$ cat src/rtl/factorial_pkg.sv
// Shared definitions for the factorial datapath: mux select codes,
// controller state encoding and the largest operand the 32-bit
// accumulator can hold the factorial of.
package factorial_pkg;

    // 12! = 479001600 is the largest factorial that fits in 32 bits
    localparam int MAX_N = 12;

    // Accumulator mux select codes, shared with the mux itself
    localparam logic [1:0] SEL_ONE  = 2'b00;
    localparam logic [1:0] SEL_PROD = 2'b01;
    localparam logic [1:0] SEL_HOLD = 2'b10;

    typedef enum logic [2:0] {
        ST_IDLE,
        ST_INIT,
        ST_MULT,
        ST_DONE,
        ST_ERR
    } state_t;

    // Bundle of the controller's Moore outputs, kept together so the
    // FSM can register them in one assignment alongside the state
    typedef struct packed {
        logic       ready;
        logic       busy;
        logic       done;
        logic       error;
        logic [1:0] muxSel;
        logic       accEn;
    } ctrl_out_t;

    // Output decode for a given state; SEL_HOLD with the load disabled
    // is the safe default so the accumulator never changes by accident
    function automatic ctrl_out_t decodeState(input state_t s);
        ctrl_out_t o;
        o.ready  = 1'b0;
        o.busy   = 1'b0;
        o.done   = 1'b0;
        o.error  = 1'b0;
        o.muxSel = SEL_HOLD;
        o.accEn  = 1'b0;
        case (s)
            ST_IDLE: o.ready = 1'b1;
            ST_INIT: begin
                o.busy   = 1'b1;
                o.muxSel = SEL_ONE;
                o.accEn  = 1'b1;
            end
            ST_MULT: begin
                o.busy   = 1'b1;
                o.muxSel = SEL_PROD;
                o.accEn  = 1'b1;
            end
            ST_DONE: o.done  = 1'b1;
            ST_ERR:  o.error = 1'b1;
            default: o.ready = 1'b0;
        endcase
        return o;
    endfunction

endpackage

$ cat src/rtl/factorial_ctrl_down_counter.sv
// Loadable down-counter holding the multiplier operand k. A load wins
// over a decrement, and the count floors at zero instead of wrapping.
module down_counter #(
    parameter int N_W = 4
) (
    input  logic           clk,
    input  logic           reset,
    input  logic           load,
    input  logic [N_W-1:0] load_val,
    input  logic           dec,
    output logic [N_W-1:0] count
);

    logic [N_W-1:0] r_count;

    // Load the operand on an accepted request, otherwise count down while asked
    always_ff @(posedge clk or posedge reset) begin
        if (reset) begin
            r_count <= '0;
        end else if (load) begin
            r_count <= load_val;
        end else if (dec && (r_count != '0)) begin
            r_count <= r_count - N_W'(1);
        end
    end

    assign count = r_count;

endmodule

$ cat src/rtl/factorial_ctrl.sv
// Sequencing controller for the factorial datapath. Drives the
// accumulator mux select and load enable, and owns the down-counter
// that supplies the multiplier operand k. All outputs are registered
// decodes of the state, so start/n never reach an output directly.
module factorial_ctrl
    import factorial_pkg::*;
#(
    parameter int N_W   = 4,
    parameter int MAX_N = factorial_pkg::MAX_N
) (
    input  logic           clk,
    input  logic           reset,
    input  logic           start,
    input  logic [N_W-1:0] n,
    output logic           ready,
    output logic           busy,
    output logic           done,
    output logic           error,
    output logic [1:0]     mux_sel,
    output logic           acc_en,
    output logic [N_W-1:0] k
);

    localparam logic [N_W-1:0] N_LIMIT = N_W'(MAX_N);
    localparam logic [N_W-1:0] K_ONE   = N_W'(1);
    localparam logic [N_W-1:0] K_TWO   = N_W'(2);

    state_t         r_state;
    ctrl_out_t      r_ctrl;
    logic           w_nLegal;
    logic           w_load;
    logic           w_dec;
    logic [N_W-1:0] w_count;

    assign w_nLegal = (n <= N_LIMIT);

    // The counter only takes the operand when IDLE actually accepts a
    // legal request, so an out-of-range n leaves k untouched
    assign w_load = (r_state == ST_IDLE) && start && w_nLegal;
    assign w_dec  = (r_state == ST_MULT);

    down_counter #(
        .N_W(N_W)
    ) u_counter (
        .clk      (clk),
        .reset    (reset),
        .load     (w_load),
        .load_val (n),
        .dec      (w_dec),
        .count    (w_count)
    );

    // Sequencer: each transition registers the next state together
    // with that state's outputs, keeping every output glitch-free
    always_ff @(posedge clk or posedge reset) begin
        if (reset) begin
            r_state <= ST_IDLE;
            r_ctrl  <= decodeState(ST_IDLE);
        end else begin
            case (r_state)
                ST_IDLE: begin
                    if (start && w_nLegal) begin
                        r_state <= ST_INIT;
                        r_ctrl  <= decodeState(ST_INIT);
                    end else if (start) begin
                        r_state <= ST_ERR;
                        r_ctrl  <= decodeState(ST_ERR);
                    end
                end
                ST_INIT: begin
                    if (w_count <= K_ONE) begin
                        r_state <= ST_DONE;
                        r_ctrl  <= decodeState(ST_DONE);
                    end else begin
                        r_state <= ST_MULT;
                        r_ctrl  <= decodeState(ST_MULT);
                    end
                end
                ST_MULT: begin
                    if (w_count <= K_TWO) begin
                        r_state <= ST_DONE;
                        r_ctrl  <= decodeState(ST_DONE);
                    end
                end
                ST_DONE, ST_ERR: begin
                    r_state <= ST_IDLE;
                    r_ctrl  <= decodeState(ST_IDLE);
                end
                default: begin
                    r_state <= ST_IDLE;
                    r_ctrl  <= decodeState(ST_IDLE);
                end
            endcase
        end
    end

    assign ready   = r_ctrl.ready;
    assign busy    = r_ctrl.busy;
    assign done    = r_ctrl.done;
    assign error   = r_ctrl.error;
    assign mux_sel = r_ctrl.muxSel;
    assign acc_en  = r_ctrl.accEn;
    assign k       = w_count;

endmodule

$ cat config.mk
export PLATFORM = sky130hd
export DESIGN_NAME = factorial_ctrl
export DESIGN_NICKNAME = d
export VERILOG_FILES = /design/src/rtl/factorial_pkg.sv /design/src/rtl/factorial_ctrl_down_counter.sv /design/src/rtl/factorial_ctrl.sv
export SDC_FILE = /design/constraint.sdc
export NUM_CORES = 1
export LEC_CHECK = 0
export BUFFER_PORTS_ARGS = -buffer_cell sky130_fd_sc_hd__buf_4
export CAP_MARGIN = 0
export CORE_MARGIN = 2
export CORE_UTILIZATION = 45
export DETAILED_ROUTE_END_ITERATION = 16
export PLACE_DENSITY = 0.8
export SYNTH_ARGS = -nofsm -noshare
export SYNTH_HDL_FRONTEND = slang
export SYNTH_SLANG_ARGS = --single-unit
$ cat constraint.sdc
create_clock -name clk -period 1.4 [get_ports clk]
set_input_delay 0.35 -clock clk [delete_from_list [all_inputs] [get_ports clk]]
set_output_delay 0.35 -clock clk [all_outputs]
set_load 0.01 [all_outputs]
Word-level counts from Yosys, hierarchy flattened
Cells that the tools add are included.

Memory bits (writable): 0. Flip-flop bits (word level): 14. ROM bits: 0. Memories: 0. Logic and storage cells: 36. Output and inout bits: 11. Input bits: 7. Latch bits: 0.

$mul: 0. Equal/unequal tests: 4. Mux-type cells: 12. Reduce and logical (&&, ||, !) cells: 8. Div/mod/pow operators: 0. Bitwise logic cells: 0. Magnitude comparators: 3. Shifts and indexed selects: 0. Add/sub/neg operators: 1.

Operators by type and width (number): 7-bit two-way mux (3); 7-bit one-hot mux with 3 select lines (1); 3-bit two-way mux (3); 3-bit one-hot mux with 3 select lines (1); 4-bit two-way mux (2); 6-bit two-way mux (1); 4-bit by 1-bit <= comparator with 1-bit output (second input constant) (1); 4-bit by 2-bit <= comparator with 1-bit output (second input constant) (1); 4-bit <= comparator (second input constant) (1); 1-bit logical AND (4); 4-bit nonzero test (1); 4-bit by 1-bit subtractor with 4-bit output (second input constant) (1); 3-bit by 1-bit equality test with 1-bit output (second input constant) (1); 3-bit by 2-bit equality test with 1-bit output (second input constant) (1); 3-bit zero test (1); 3-bit by 2-bit inequality test with 1-bit output (second input constant) (1); 2-bit inequality test (second input constant) (1); 2-bit AND reduction (1); 2-bit nonzero test (1); 1-bit two-way mux (1).

Longest topological paths before layout
Gate-level depths: netlist of the first run.

Word-level depth: 4. Depth in mapped cells: 6. Gate-level depth less buffers: 6.

Hierarchy
From an unflattened synthesis of the first run, not the netlist that was laid out.

Cells, all modules: 66. Area total of the unflattened synthesis: 683.2 µm².

By module, submodules not included: factorial_ctrl (instances 1, cells each 38, area each 434.2 µm², sequential area each 202.7 µm²); down_counter (instances 1, cells each 28, area each 249.0 µm², sequential area each 100.1 µm²).

Least setup slack after synthesis of the first run
No wires, ideal clock.

Kind: register to register. From: register u_counter.r_count[0], in the netlist u_counter.count[0]. To: register r_state[0]. Clock period less this slack: 1.507 ns. Arrival: 1.431 ns. Cell stages (with the launch flop): 7. Path buffers: 0. Slack: -0.107 ns. Cell sequence: dfrtp_1 inv_1 ha_1 nor2_1 or3_1 mux2_4 o21bai_2.

Cells in the longest elaborated chain, start to end: 3.

Ends and longest elaborated chain: from (decl) (RTL line factorial_ctrl_down_counter.sv:14) `logic [N_W-1:0] r_count;`; from (signal assigned) (RTL line factorial_ctrl_down_counter.sv:21) `r_count <= load_val;`; from (signal assigned) (RTL line factorial_ctrl_down_counter.sv:23) `r_count <= r_count - N_W'(1);`; 4-bit by 1-bit <= comparator with 1-bit output / 4-bit by 2-bit <= comparator with 1-bit output (equally long branches) (RTL line factorial_ctrl.sv:71, factorial_ctrl.sv:80); 1-bit two-way mux / 2-bit inequality test (equally long branches); 3-bit one-hot mux with 3 select lines / 2-bit AND reduction (equally long branches); to (signal assigned) (RTL line factorial_ctrl.sv:63) `r_state <= ST_INIT;`; to (signal assigned) (RTL line factorial_ctrl.sv:72) `r_state <= ST_DONE;`; to (signal assigned) (RTL line factorial_ctrl.sv:75) `r_state <= ST_MULT;`; to (decl) (RTL line factorial_ctrl.sv:28) `state_t r_state;`.

Several ways; a longest one is shown, not always the timed one. A chain may end at the register's enable or synchronous reset.

Worst setup path after layout of the first run
Ends and elaborated chain as after synthesis.

==> run summary, run 1 <==
Detailed routing
- routed vias: 646
- TritonRoute pass-1 iters: 2
- initial drt markers: 5
- post-route ant nets: 0
- detail-routed net length per standard cell: 14.2 µm
- residual DRC count: 0
- Vias per Instance: 5.38
- final wirelength: 1700 µm

Cells and area
- number of diodes added for antenna fixing: 0
- post-layout instance area: 1110 µm²
- # nets final: 116
- share of layout cells above drive strength 1: 63.5%
- post-layout utilization of the core: 73.9%
- Fill cells: 117
- Syn-to-layout area delta: 55.3%

Synthesis
- post-synthesis sequential element count: 12
- number of synthesized flops with an enable pin: 0
- dominant cells by area after synthesis: dfrtp_1 (35%), dfstp_2 (7.3%), ha_1 (7.0%)
- sequential-to-total area share from yosys stat: 42.2%
- cell types with the highest counts after synthesis: dfrtp_1 (10), inv_1 (6), nor2_1 (5)
- Ys Warns: 0
- number of standard cells after synthesis: 70
- distinct cell type count after synthesis: 32
- cell with the most instances after synthesis: dfrtp_1
- async set-reset flop share out of synthesis: 100%
- combined area of all synthesized cells: 717 µm²
- dominant synthesized flop cell: dfrtp_1
- top cell type by total area after synthesis: dfrtp_1
- number of nets produced by synthesis: 81
- Synth top area share: 34.9%
- Post-Syn Area per Cell: 10.2 µm²

Setup path
- Critical R2R Launch: u_counter.count[0]
- worst reg2reg setup slack: -0.10 ns
- kind of capture point of the worst setup path: register
- standard cell with the maximum stage delay on the critical path: dfrtp_2
- CP cell instances: inv_4, ha_4, nor2_4, or3_4, mux2_4, o21bai_4
- endpoint of the most critical register-to-register path: r_state[0]
- number of buffers and inverters on the critical path: 1
- crit path max fanout: 3
- number of cells on the worst reg-to-reg path: 6
- Required @ worst endpoint: 1.62 ns
- CP startpoint kind: register
- Crit Path Class: reg -> reg
- CP peak stage delay: 0.44 ns
- signal arrival time at the worst endpoint: 1.72 ns
- cell class contributing the biggest share of worst-path delay: flip-flops

Clock tree
- Clock H-tree levels: 1
- clock edge transition at the registers on the reported setup and hold paths: 0.08 ns
- Bufs on Longest Clock Path: 2
- CTS hold repair buffers: 0
- clock insertion delay at the later pin of the skew report: 0.28 ns
- TritonCTS clock tree: built
- Root Buffer Master: clkbuf_4
- total number of clock tree sinks: 12
- number of buffers created by CTS: 3

Timing
- number of setup violations in the final report: 10
- total count of hold-check failures in the final report: 0
- minimum setup slack in the final design: -0.102 ns
- Worst Tran Pin Value: 0.474 ns
- setup repair after global routing missed its margin: true
- Max Clock Freq: 0.666 GHz
- max-slew violation total from the final report: 0
- Tcrit/Tclk final: 107%
- skew final: 0.00806 ns
- Max transition margin: 68.4%
- post-layout minimum cycle time: 1.50 ns

Floorplan
- Std-Cell Rows: 14
- overall die width: 43.9 µm
- Total Die Area: 1930 µm²
- Die Y-Extent: 43.9 µm
- number of primary I/O pins: 18
- Core Region: 1510 µm²
- initial standard-cell utilization of the core: 47.6%

Min path
- worst min-delay path class: in -> async

GRT
- vias in the first global route: 654
- All-Layer GR Usage: 20.6%
- leftover overflow at the end of global routing: 0
- first-pass GRT wire length: 2840 µm
- antenna violations before repair: 0
- pin count of the biggest net entering global routing: 13

Pwr
- total chip power: 2.71 mW
- switching share of power: 39.6%
- cell area power density: 2430 nW/µm²
- internal power: 1.63 mW
- Sequential Power Share: 24.4%
- relative contribution of combinational cells to total power: 67.0%
- Psw: 1.07 mW
- Peak VDD IR: 1.45 mV
- Clock power frac: 8.6%
- leakage power: 0.508 nW

Placed design
- IO buf count: 17
- last weighted congestion value of the routability-driven placer: 0.804
- cell area reported after detailed placement: 973 µm²
- DP HPWL: 1220 µm
- worst slack, placed: -0.137 ns

Run
- max-capacitance violation count: 0

Run status
- violated checks: setup timing
- status: finished, violations left

## worst reg2reg max path, delay by kind of cell (launching register included)
kind	cells	cell delay (ns)
flops	1	0.44
simple gates	2	0.37
mux	1	0.28
fa+ha+maj	1	0.16
compound gates	1	0.10
buf+inv	1	0.09
## per-stage QoR
stage	TNS [ns]	std cells	hold slack, ns
final	-0.372	120	0.0725
after global placement	-0.504	113	0.387
after global routing	-0.931	120	0.110
after detailed placement	-0.882	113	0.394
after CTS	-0.279	120	0.0959
after floorplan	-0.322	70	0.213
## kinds of logic after synthesis
group / share of synthesized area, %
multiplexers: 4.89
adder cells (fa/ha/maj): 6.98
AND/OR/NAND/NOR: 17.8
flip-flops: 42.2
AO/OA/AOI/OAI: 19.9
XOR/XNOR: 1.22
buffers and inverters: 6.98
## state kept, by name, summed over array words and instances, names as in the netlist
signal,flops
ready,1
r_state,3
u_counter.count,4
acc_en,1
mux_sel,2
done,1
## layout make-up
class,instances,area (µm²),area share [%]
clock buffers,4,26.3,2.36
inverters,6,27.5,2.47
multi-input cells,47,459,41.2
flip-flops and latches,12,307,27.5
well taps,16,20.0,1.80
repair buffers,35,274,24.6
## timing repair
item	in CTS	in global routing
gates resized for setup	22	0
endpoints found under the hold margin	0	0
setup endpoints to repair	9	12
pin swaps	4	3
buffers inserted	3	0
## how the worst max path moves through the flow
stage / from / end / slack [ns] / depth (start not counted)
6_report: u_counter.count[0] / r_state[0] / -0.10 / 6
3_5_place_dp: u_counter.count[0] / acc_en / -0.14 / 6
2_1_floorplan: u_counter.count[1] / r_state[0] / -0.08 / 6
3_3_place_gp: n[0] / u_counter.count[3] / -0.09 / 5
5_1_grt: u_counter.count[0] / r_state[0] / -0.14 / 6
4_1_cts: u_counter.count[1] / r_state[0] / -0.1 / 6
## routing by layer
metal | vias up | track usage, % | share of wire [%]
li1 | 317 | - | -
met1 | 308 | 23.8 | 41
met2 | 18 | 35.3 | 51
met3 | 3 | 4.17 | 5.3
met4 | 0 | 10.9 | 1.8
met5 | - | 0 | 0
## cell usage in the layout (no fill, tap or decap), drive strengths merged, types with 2 or more instances in the layout
cell type / n
clkbuf: 4
o211ai: 2
ha: 4
nor2: 6
or2: 2
dfrtp: 10
o21ai: 2
buf: 35
nor3b: 2
mux2i: 2
nand2b: 2
a31oi: 2
inv: 6
a221o: 4
dfstp: 2
nor2b: 2
a21oi: 3
nand3: 3
## power groups by stage
stage | Combinational [mW] | Clock (mW) | Sequential [mW]
2_1_floorplan | 0.847 | 0 | 0.712
4_1_cts | 1.80 | 0.231 | 0.659
6_report | 1.81 | 0.233 | 0.660
3_5_place_dp | 1.47 | 0 | 0.656
3_3_place_gp | 1.43 | 0 | 0.645
5_1_grt | 1.95 | 0.246 | 0.684
Power figures use the tool's default switching activity.
==> run 2, diff against run 1 <==
--- a/config.mk
+++ b/config.mk
@@ -11,4 +11,5 @@
 export CORE_UTILIZATION = 45
 export DETAILED_ROUTE_END_ITERATION = 16
+export HOLD_SLACK_MARGIN = 0.12
 export PLACE_DENSITY = 0.8
 export SYNTH_ARGS = -nofsm -noshare
==> constraint.sdc (replaced) <==
create_clock -name clk -period 1.4 [get_ports clk]
set_input_delay 0.35 -clock clk [delete_from_list [all_inputs] [get_ports clk]]
set_output_delay 0.35 -clock clk [all_outputs]
set_load 0.02 [all_outputs]
==> run 2 against run 1 <==
The run still ends with setup timing left. Combinational power rose by 3%. Final area rose by 0.56%. Critical path depth did not move. First-iteration DRC count rose by 20%. Clock skew fell by 0.0034 ns. Global-route usage fell by 0.50 points. Non-clock buffer count did not move. Register-to-register slack got worse by 0.02 ns. Sequential share of layout area rose by 0.070 points. Critical path type unchanged.
==> run summary, run 2 (synthesis results as in run 1) <==
Min path
- worst min-delay path class: in -> reg
- startpoint of the lowest-slack hold path: n[2]
- Worst Hold Endpoint: u_counter.count[2]
- instance count along the most critical hold path: 2

Timing
- skew final: 0.00463 ns
- post-layout minimum cycle time: 1.52 ns
- Tcrit/Tclk final: 109%
- setup repair after global routing missed its margin: true
- number of setup violations in the final report: 10
- Max transition margin: 67.6%
- minimum setup slack in the final design: -0.120 ns
- max-slew violation total from the final report: 0
- Worst Tran Pin Value: 0.486 ns
- worst hold margin: 0.327 ns
- total count of hold-check failures in the final report: 0
- Max Clock Freq: 0.658 GHz

GRT
- All-Layer GR Usage: 20.1%
- vias in the first global route: 648
- pin count of the biggest net entering global routing: 13
- antenna violations before repair: 0
- first-pass GRT wire length: 2860 µm
- leftover overflow at the end of global routing: 0

Placed design
- worst slack, placed: -0.120 ns
- last weighted congestion value of the routability-driven placer: 0.875
- cell area reported after detailed placement: 947 µm²
- IO buf count: 17
- DP HPWL: 1270 µm

Cells and area
- number of flip-flops under the largest register name: 4
- # nets final: 116
- Syn-to-layout area delta: 56.2%
- number of diodes added for antenna fixing: 0
- post-layout instance area: 1120 µm²
- highest-count cells in the layout ignoring fill and taps: buf_4 (27), buf_6 (7), nor2_1 (5), dfrtp_1 (5), dfrtp_2 (5)
- most common cell after layout, fill and taps aside: buf_4
- share of layout cells above drive strength 1: 61.5%
- Fill cells: 109
- post-layout utilization of the core: 74.3%

Clock tree
- clock edge transition at the registers on the reported setup and hold paths: 0.08 ns
- Clock H-tree levels: 1
- TritonCTS clock tree: built
- Bufs on Longest Clock Path: 2
- Root Buffer Master: clkbuf_4
- number of buffers created by CTS: 3
- total number of clock tree sinks: 12
- clock insertion delay at the later pin of the skew report: 0.27 ns

Detailed routing
- residual DRC count: 0
- routed vias: 666
- post-route ant nets: 0
- detail-routed net length per standard cell: 14.3 µm
- Vias per Instance: 5.55
- final wirelength: 1720 µm
- TritonRoute pass-1 iters: 4
- initial drt markers: 6

Floorplan
- number of primary I/O pins: 18
- overall die width: 43.9 µm
- Core Region: 1510 µm²
- initial standard-cell utilization of the core: 47.6%
- Std-Cell Rows: 14
- Die Y-Extent: 43.9 µm
- Total Die Area: 1930 µm²

Setup path
- CP peak stage delay: 0.44 ns
- kind of capture point of the worst setup path: register
- Critical R2R Launch: u_counter.count[1]
- number of cells on the worst reg-to-reg path: 6
- number of buffers and inverters on the critical path: 1
- standard cell with the maximum stage delay on the critical path: dfrtp_2
- worst reg2reg setup slack: -0.12 ns
- CP cell instances: inv_4, ha_4, nor2_1, or3_1, mux2_4, o21bai_2
- endpoint of the most critical register-to-register path: r_state[0]
- signal arrival time at the worst endpoint: 1.72 ns
- Crit Path Class: reg -> reg
- cell class contributing the biggest share of worst-path delay: flip-flops
- Required @ worst endpoint: 1.60 ns
- CP startpoint kind: register
- crit path max fanout: 3

Pwr
- leakage power: 0.515 nW
- cell area power density: 2500 nW/µm²
- total chip power: 2.79 mW
- Peak VDD IR: 1.53 mV

Run status
- violated checks: setup timing
- status: finished, violations left

Run
- max-capacitance violation count: 0

-- run 2: repair_timing --
action / 4_1_cts / 5_1_grt
endpoints found under the setup margin: 8 / 13
endpoints found under the hold margin: 10 / 0
hold buffers: 1 / 0
gates resized for setup: 9 / 13
pin swaps: 4 / 4
buffers inserted: 2 / 2
-- run 2: metrics by stage --
stage,instances,TNS (ns)
2_1_floorplan,70,-0.478
3_3_place_gp,111,-0.507
3_5_place_dp,111,-0.640
4_1_cts,118,-0.622
5_1_grt,120,-1.32
6_report,120,-0.600
-- run 2: area by class of cell --
class | instances | area (µm²) | share of cell area (%)
sequential | 12 | 309 | 27.6
clock buffer | 4 | 36.3 | 3.24
timing repair buffer | 35 | 292 | 26.0
inverter | 6 | 27.5 | 2.46
multi-input combinational | 47 | 435 | 38.9
tap | 16 | 20.0 | 1.79
-- run 2: worst max path at each step --
stage	from	end	slack [ns]	depth (start not counted)
2_1_floorplan	u_counter.count[3]	r_state[0]	-0.11	4
3_3_place_gp	n[0]	u_counter.count[0]	-0.09	5
3_5_place_dp	n[0]	u_counter.count[1]	-0.12	5
4_1_cts	u_counter.count[2]	u_counter.count[3]	-0.1	4
5_1_grt	u_counter.count[3]	u_counter.count[3]	-0.17	4
6_report	u_counter.count[1]	r_state[0]	-0.12	6
-- run 2: metal layers --
layer / vias to the layer above / global-route usage (%) / routed length (µm)
li1: 320 / - / -
met1: 319 / 24.6 / 665
met2: 23 / 33.5 / 922
met3: 4 / 3.75 / 102
met4: 0 / 9.70 / 29
met5: - / 0 / 0
-- run 2: power by group --
group	total, mW	switching (mW)	internal (mW)
registers	0.652	0.118	0.534
clock network	0.268	0.110	0.158
logic	1.87	0.916	0.958
total	2.79	1.14	1.65
==> run 3, diff against run 2 <==
PLACE_DENSITY = 0.81   (was 0.8)
SYNTH_HIERARCHICAL = 1   (was default)
==> run 3 against run 2 <==
The flow still finishes with violations (setup timing). Flip-flop and latch count stayed put. Die area fell by 4.3%. Synthesized area shrank 4.7%. Sequential share of layout area is 2.2 points higher. First-iteration DRC count increased by 67%. Global-route usage is 1.1 points higher. Clock-buffer cell count unchanged. Wire length is 2.9% higher. Critical path depth decreased by 2. Worst setup slack better by 0.066 ns. Critical path type unchanged. Highest routed layer unchanged.
==> run summary, run 3 <==
Run status
- status: finished, violations left
- violated checks: setup timing

Clock tree
- TritonCTS clock tree: built
- Bufs on Longest Clock Path: 2
- Root Buffer Master: clkbuf_4
- total number of clock tree sinks: 12
- clock insertion delay at the later pin of the skew report: 0.26 ns
- Clock H-tree levels: 1
- number of buffers created by CTS: 3
- clock edge transition at the registers on the reported setup and hold paths: 0.07 ns

GRT
- antenna violations before repair: 0
- first-pass GRT wire length: 2880 µm
- leftover overflow at the end of global routing: 0
- vias in the first global route: 689
- pin count of the biggest net entering global routing: 9
- All-Layer GR Usage: 21.2%

Synthesis
- async set-reset flop share out of synthesis: 100%
- number of nets produced by synthesis: 74
- combined area of all synthesized cells: 683 µm²
- dominant cells by area after synthesis: dfrtp_1 (37%), dfstp_2 (7.7%), inv_1 (4.4%)
- Synth top area share: 36.6%
- sequential-to-total area share from yosys stat: 44.3%
- post-synthesis sequential element count: 12
- Ys Warns: 6
- number of synthesized flops with an enable pin: 0
- number of standard cells after synthesis: 66
- cell with the most instances after synthesis: dfrtp_1
- dominant synthesized flop cell: dfrtp_1
- top cell type by total area after synthesis: dfrtp_1
- Post-Syn Area per Cell: 10.4 µm²
- cell types with the highest counts after synthesis: dfrtp_1 (10), inv_1 (8), nand2_1 (4), nor2_1 (4)
- distinct cell type count after synthesis: 36

Cells and area
- Syn-to-layout area delta: 52.9%
- number of flip-flops under the largest register name: 4
- number of diodes added for antenna fixing: 0
- area used by multi-input combinational logic: 384 µm²
- number of cells in the finished layout apart from fillers: 119
- post-layout utilization of the core: 71.0%
- share of layout cells above drive strength 1: 60.2%
- highest-count cells in the layout ignoring fill and taps: buf_4 (32), dfrtp_2 (7), inv_1 (6)
- # nets final: 112
- most common cell after layout, fill and taps aside: buf_4
- register cell area after layout: 312 µm²
- Fill cells: 120

Pwr
- leakage power: 0.486 nW
- total chip power: 2.52 mW
- Sequential Power Share: 27.5%
- Peak VDD IR: 1.27 mV
- Clock power frac: 8.4%
- internal power: 1.49 mW
- cell area power density: 2420 nW/µm²
- relative contribution of combinational cells to total power: 64.1%
- switching share of power: 41.0%
- Psw: 1.03 mW

Timing
- Tcrit/Tclk final: 104%
- total count of hold-check failures in the final report: 0
- post-layout minimum cycle time: 1.45 ns
- worst hold margin: 0.328 ns
- number of setup violations in the final report: 3
- skew final: 0.00373 ns
- Max transition margin: 78.7%
- Max Clock Freq: 0.688 GHz
- max-slew violation total from the final report: 0
- setup repair after global routing missed its margin: true
- minimum setup slack in the final design: -0.0540 ns
- Worst Tran Pin Value: 0.316 ns

Setup path
- kind of capture point of the worst setup path: register
- Crit Path Class: reg -> reg
- number of cells on the worst reg-to-reg path: 4
- Required @ worst endpoint: 1.60 ns
- crit path max fanout: 4
- signal arrival time at the worst endpoint: 1.65 ns
- worst reg2reg setup slack: -0.05 ns
- CP startpoint kind: register

Detailed routing
- final wirelength: 1770 µm
- residual DRC count: 0
- initial drt markers: 10
- TritonRoute pass-1 iters: 4
- Vias per Instance: 5.72
- detail-routed net length per standard cell: 14.9 µm
- routed vias: 681
- post-route ant nets: 0

Min path
- instance count along the most critical hold path: 3
- worst min-delay path class: in -> reg

Floorplan
- overall die width: 43.0 µm
- number of primary I/O pins: 18
- Core Region: 1470 µm²
- Die Y-Extent: 43.0 µm
- Std-Cell Rows: 14
- initial standard-cell utilization of the core: 46.4%
- Total Die Area: 1850 µm²

Run
- max-capacitance violation count: 0

Placed design
- Post-Place Cells: 113
- last weighted congestion value of the routability-driven placer: 0.875
- DP HPWL: 1340 µm
- IO buf count: 17

==> run 3: cell count changes after synthesis, moves of 3 or more <==
cell,change
a221o_1,-3
nand2_1,+3
buf_2,-4
ha_1,-3
==> run 3: logic make-up after synthesis <==
group / Yosys count / synth area share, %
DFF: 12 / 44.3
buffers and inverters: 10 / 6.04
and+or+nand+nor: 25 / 22.7
adders and majority gates: 1 / 1.83
muxes: 1 / 2.20
AOI/OAI and AO/OA: 17 / 22.9
==> run 3: layer usage <==
layer / share of wire, % / track usage (%) / routed length (µm) / vias up
met5: 0 / 0 / 0 / -
li1: - / - / - / 321
met1: 44 / 24.4 / 770 / 338
met4: 1.1 / 12.1 / 19 / 0
met3: 3.8 / 4.26 / 67 / 2
met2: 51 / 36.1 / 910 / 20
==> run 3: worst paths after layout <==
path,start,endpoint
setup / recovery,r_state[2],u_counter/count[1]
hold / removal,n[1],u_counter/count[1]
setup reg to reg,r_state[2],u_counter/count[1]
hold reg to reg,mux_sel[1],mux_sel[1]
max in group asynchronous,reset,ready
min in group asynchronous,reset,u_counter/count[0]
==> run 3: final cells by class <==
| cell class | instances | area share (%) |
|---|---|---|
| inverters | 8 | 2.87 |
| flip-flops and latches | 12 | 29.8 |
| multi-input cells | 44 | 36.8 |
| repair buffers | 35 | 26.1 |
| well taps | 16 | 1.92 |
| clock buffers | 4 | 2.51 |
==> run 3: critical path: stages, from the launching register on <==
cell and delay, ns:
dfrtp_2 0.45, nor3b_4 0.27, inv_2 0.09, or4_4 0.49, nand3_1 0.10
==> run 3: timing repair <==
action	CTS	global route
hold endpoints to repair	10	0
setup endpoints to repair	6	9
buffers inserted	1	1
pin swaps	1	3
gates resized for setup	2	8
hold buffers	1	0
==> run 3: power groups by stage <==
stage	clock network (mW)	logic (mW)	registers, mW
detailed placement	0	1.48	0.684
CTS	0.223	1.53	0.681
global route	0.237	1.72	0.716
finish	0.213	1.62	0.694
global placement	0	1.45	0.668
floorplan	0	0.748	0.835
==> run 3: per-stage QoR <==
| step | worst slack [ns] | setup TNS, ns | cell area [µm²] |
|---|---|---|---|
| global route | -0.0773 | -0.250 | 1040 |
| CTS | -0.0585 | -0.151 | 1020 |
| global placement | -0.0928 | -0.191 | 968 |
| finish | -0.0540 | -0.113 | 1040 |
| detailed placement | -0.0973 | -0.297 | 968 |
| floorplan | -0.0393 | -0.102 | 722 |
